### src/rtl/sop_error_sweeper.sv
// Exhaustive error sweeper for small abs_diff approximate netlists: walks every input
// vector, compares the netlist output with an exact |a-b|, and reports error statistics.
module sop_error_sweeper #(
   parameter int N_IN  = 4,
   parameter int N_OUT = 3,
   parameter int ET    = 2
) (
   input  logic              clk,
   input  logic              rst,
   input  logic              start,
   output logic [N_IN-1:0]   vec_out,
   input  logic [N_OUT-1:0]  approx_in,
   output logic              busy,
   output logic              done,
   output logic              pass,
   output logic [N_OUT-1:0]  max_err,
   output logic [N_IN:0]     viol_cnt,
   output logic [N_IN-1:0]   first_viol_vec,
   output logic              first_viol_valid
);

   localparam int HALF = N_IN / 2;
   localparam logic [N_IN-1:0] LAST_VEC = '1;
   localparam logic [N_OUT:0]  ET_W     = (N_OUT+1)'(ET);

   typedef enum logic [1:0] {IDLE, RUN, DONE} state_t;

   state_t            state, state_d;
   logic [N_IN-1:0]   vec_d, fvv_d;
   logic              busy_d, done_d, pass_d, fvvalid_d;
   logic [N_OUT-1:0]  max_d;
   logic [N_IN:0]     viol_d;

   logic [HALF-1:0]   op_a, op_b, diff;
   logic [N_OUT-1:0]  exact, err;
   logic [N_OUT:0]    err_w;
   logic              violate;

   // Exact reference model, then error widened by one bit so the subtraction cannot wrap
   assign op_a    = vec_out[HALF-1:0];
   assign op_b    = vec_out[N_IN-1:HALF];
   assign diff    = (op_a >= op_b) ? (op_a - op_b) : (op_b - op_a);
   assign exact   = N_OUT'(diff);
   assign err_w   = ({1'b0, exact} >= {1'b0, approx_in}) ? ({1'b0, exact} - {1'b0, approx_in})
                                                         : ({1'b0, approx_in} - {1'b0, exact});
   assign err     = err_w[N_OUT] ? '1 : err_w[N_OUT-1:0];
   assign violate = ({1'b0, err} > ET_W);

   always_comb begin
      state_d   = state;
      vec_d     = vec_out;
      busy_d    = busy;
      done_d    = 1'b0;
      pass_d    = pass;
      max_d     = max_err;
      viol_d    = viol_cnt;
      fvv_d     = first_viol_vec;
      fvvalid_d = first_viol_valid;
      case (state)
         IDLE: begin
            if (start) begin
               state_d   = RUN;
               vec_d     = '0;
               busy_d    = 1'b1;
               pass_d    = 1'b0;
               max_d     = '0;
               viol_d    = '0;
               fvv_d     = '0;
               fvvalid_d = 1'b0;
            end
         end
         RUN: begin
            if (err > max_err) max_d = err;
            if (violate) begin
               viol_d = viol_cnt + (N_IN+1)'(1);
               if (!first_viol_valid) begin
                  fvv_d     = vec_out;
                  fvvalid_d = 1'b1;
               end
            end
            if (vec_out != LAST_VEC) begin
               vec_d = vec_out + N_IN'(1);
            end else begin
               // pass must reflect the final vector's own update, hence viol_d
               state_d = DONE;
               busy_d  = 1'b0;
               done_d  = 1'b1;
               pass_d  = (viol_d == '0);
            end
         end
         DONE: state_d = IDLE;
         default: state_d = IDLE;
      endcase
   end

   always_ff @(posedge clk) begin
      if (rst) begin
         state            <= IDLE;
         vec_out          <= '0;
         busy             <= 1'b0;
         done             <= 1'b0;
         pass             <= 1'b0;
         max_err          <= '0;
         viol_cnt         <= '0;
         first_viol_vec   <= '0;
         first_viol_valid <= 1'b0;
      end else begin
         state            <= state_d;
         vec_out          <= vec_d;
         busy             <= busy_d;
         done             <= done_d;
         pass             <= pass_d;
         max_err          <= max_d;
         viol_cnt         <= viol_d;
         first_viol_vec   <= fvv_d;
         first_viol_valid <= fvvalid_d;
      end
   end

endmodule

### config.mk
export PLATFORM = sky130hd
export DESIGN_NAME = sop_error_sweeper
export DESIGN_NICKNAME = d
export VERILOG_FILES = /design/src/rtl/sop_error_sweeper.sv
export SDC_FILE = /design/constraint.sdc
export NUM_CORES = 1
export LEC_CHECK = 0
export ABC_AREA = 0
export CAP_MARGIN = 20
export CORE_MARGIN = 2
export CORE_UTILIZATION = 56
export DETAILED_ROUTE_END_ITERATION = 16
export PLACE_DENSITY = 0.83
export SLEW_MARGIN = 10
export SYNTH_ARGS = -nofsm -noshare
export SYNTH_HDL_FRONTEND = slang
export SYNTH_SLANG_ARGS = --single-unit
export TNS_END_PERCENT = 10
### constraint.sdc
create_clock -name clk -period 5.8 [get_ports clk]
set_input_delay 0.58 -clock clk [delete_from_list [all_inputs] [get_ports clk]]
set_output_delay 0.58 -clock clk [all_outputs]
set_load 0.1 [all_outputs]
==> metrics.md <==
| Metric | Value |
|---|---|
| Maximum fanout along the worst path | `6` |
| DIE AREA | `3010 um2` |
| Delay-heaviest family, CP | `adder cells` |
| Avg Vias per Cell | `5.86` |
| Place WS | `1790 ps` |
| Maximum vdd drop | `0.000182 V` |
| Worst hold path type | `flip-flop to flip-flop` |
| Root buf cell | `clkbuf_4` |
| PD cells | `216 nW/um2` |
| H-tree levels | `1` |
| Die Y | `54.9 um` |
| CP Capture Type | `flip-flop` |
| CTS max path bufs | `2` |
| Die width | `54.9 um` |
| Yosys cell types | `44` |
| Max transition margin | `34.1%` |
| Endpoints failing setup | `0` |
| Total GRT Usage | `24.4%` |
| Avg Cell Area, Syn | `8.57 um2` |
| Clock Skews | `5.97 ps` |
| Via count | `1,313` |
| Arrival time worst endpoint | `4260 ps` |
| Asr flop ratio synth | `0%` |
| Clk sinks | `22` |
| Mapped Cells | `169` |
| Sequential share of the synthesized area | `30.4%` |
| Setup ws final | `1720 ps` |
| Fmax | `245 MHz` |
| Synth-to-layout area growth | `21.3%` |
| Final net count | `217` |
| Worst-skew pair later-pin latency | `310 ps` |
| CTS Buf Count | `3` |
| Hold-fix buffers at CTS | `0` |
| HPWL Detailed | `2520 um` |
| Worst path depth | `17` |
| Actual slew at the worst max-slew pin | `985 ps` |
| IO Pins | `26` |
| Drt wl/cell | `14.5 um` |
| Worst Path Required | `5980 ps` |
| Crit path time final | `4080 ps` |
| Yosys warning count | `0` |
| FF+latch count, synth | `22` |
| Worst-path cell chain | `inv_1 > ha_1 > fa_1 > a31oi_1 > a21o_1 > fa_1 > ha_1 > a31oi_4 > nor2_1 > a22oi_1 > ha_1 > nor2b_1 > o21a_1 > o21ai_0 > nor2_1 > a22oi_1 > nor2_1` |
| Fin Setup TNS | `0 ps` |
| Initial DRC count | `35` |
| First-pass GRT wire length | `5290 um` |
| Post-CTS Resized | `0` |
| Initial Utilization | `59.0%` |
| Slew Limit Fails | `0` |
| Vias in the first global route | `1,237` |
| WP buf/inv | `1` |
| Site Rows | `18` |
| End of the worst hold path | `first_viol_vec[2]` |
| Final instance area | `1760 um2` |
| Reg-to-reg slack, setup | `1720 ps` |
| Slowest CP cell | `fa_1` |
| Ys flop type | `dfxtp_1` |
| Post-synth EDFFs | `0` |
| Ant diodes | `0` |
| Routability cong. | `0.815` |
| Initial antenna violation count | `0` |
| Fin. Hold Viols | `0` |
| RR Startpoint | `vec_out[0]` |
| Largest net degree at the start of global routing | `22` |
| Tcrit/Tclk final | `70.3%` |
| Hold path startpoint | `first_viol_vec[2]` |
| Leak | `0.686 nW` |
| Fillers | `197` |
| Mapped Nets | `191` |
| Status | `completed` |
| Most common cell after layout, fill and taps aside | `clkdlybuf4s50_1` |
| GRT overflow | `0` |
| CP Class | `flip-flop to flip-flop` |
| Crit-path max cell delay | `480 ps` |
| 1st-pass router iterations | `4` |
| CTS tree | `built` |
| Layout cells sized above 1 | `8.25%` |
| Startpoint Class | `flip-flop` |
| Commonest non-fill, non-tap cells in the layout | `clkdlybuf4s50_1 (25), dfxtp_1 (22), nor2_1 (18)` |
| RSZ-0062 raised after global routing | `false` |
| R2r worst-path depth | `17` |
| Port bufs | `25` |
| Area after DPL | `1720 um2` |
| WL final | `3240 um` |
| Power Total | `0.379 mW` |
| # Post-CTS Setup Buffers | `0` |
| Worst r2r dst | `max_err[0]` |
| Worst-path clk slew | `130 ps` |
| Max Cap Violations | `0` |
| WHS Path Cells | `1` |
| DRC | `0` |
| Antenna-violating nets left | `0` |
| Core Area | `2450 um2` |
| Mapped Area | `1450 um2` |
==> power breakdown <==
| part | internal (mW) | total (mW) | switching [mW] | leakage, nW |
|---|---|---|---|---|
| clock network | 0.0383 | 0.0863 | 0.0480 | 0.0210 |
| logic | 0.0411 | 0.129 | 0.0879 | 0.486 |
| registers | 0.157 | 0.164 | 0.00688 | 0.179 |
| total | 0.236 | 0.379 | 0.143 | 0.686 |
==> cells by family after synthesis <==
logic type	Yosys count	synth area share [%]
AND/OR/NAND/NOR	57	20.1
AO/OA/AOI/OAI	45	23.3
buffers and inverters	23	6.13
flip-flops	22	30.4
adder cells (fa/ha/maj)	16	15.4
XOR/XNOR	4	2.42
multiplexers	2	2.25
==> layer usage <==
| layer | up-vias | global-route usage [%] | wire length, um |
|---|---|---|---|
| met5 | - | 0 | 0 |
| met4 | 0 | 7.92 | 42 |
| met3 | 7 | 3.55 | 135 |
| li1 | 650 | - | - |
| met1 | 621 | 29.6 | 1460 |
| met2 | 35 | 43.7 | 1610 |
==> worst register-to-register path: stages, from the launching register on <==
cell and delay (ps):
dfxtp_1 450, inv_1 110, ha_1 220, fa_1 480, a31oi_1 40, a21o_1 200
fa_1 400, ha_1 250, a31oi_4 220, nor2_1 90, a22oi_1 280, ha_1 300
nor2b_1 150, o21a_1 160, o21ai_0 230, nor2_1 120, a22oi_1 220, nor2_1 60
==> metrics by stage <==
step                utilization, %  instances  hold WS, ps
global route                  71.6        224          529
floorplan                        -        169          510
global placement              70.1        220          458
detailed placement            70.1        220          460
CTS                           71.6        224          495
finish                        71.6        224          488
==> layout make-up <==
type | instances | area, um2 | share of cell area [%]
multi-input combinational | 124 | 920 | 52.3
tap | 30 | 37.5 | 2.14
inverter | 19 | 73.8 | 4.20
sequential | 22 | 440 | 25.1
clock buffer | 4 | 36.3 | 2.06
timing repair buffer | 25 | 250 | 14.2
==> registers in the layout, indices dropped and copies added (netlist names) <==
register	count
vec_out	4
max_err	3
first_viol_valid	1
viol_cnt	5
done	1
pass	1
busy	1
first_viol_vec	4
state	2
==> synthesized netlist by cell type, types with 3 or more instances <==
cell       n  area, um2
a211oi_1   3       22.5
a21o_1     3       22.5
a21oi_1    8       40.0
a22oi_1    4       30.0
a31oi_1    4       25.0
a32o_1     3       30.0
clkbuf_1   4       15.0
dfxtp_1   22        440
fa_1       3       60.1
ha_1      13        163
inv_1     17       63.8
nand2_1    8       30.0
nand2b_1   4       25.0
nand3_1    5       25.0
nor2_1    18       67.6
nor2b_1    5       31.3
nor3_1     3       15.0
o21ai_0    9       45.0
or2_2      5       31.3
xnor2_1    3       26.3
==> how the worst max path moves through the flow <==
stage	slack, ps	startpoint	to
2_1_floorplan	1380	vec_out[0]	max_err[0]
3_3_place_gp	2020	vec_out[0]	max_err[1]
3_5_place_dp	1790	vec_out[0]	max_err[0]
4_1_cts	1750	vec_out[0]	max_err[0]
5_1_grt	1440	vec_out[0]	max_err[2]
6_report	1720	vec_out[0]	max_err[0]
(Power assumes the default switching activity.)
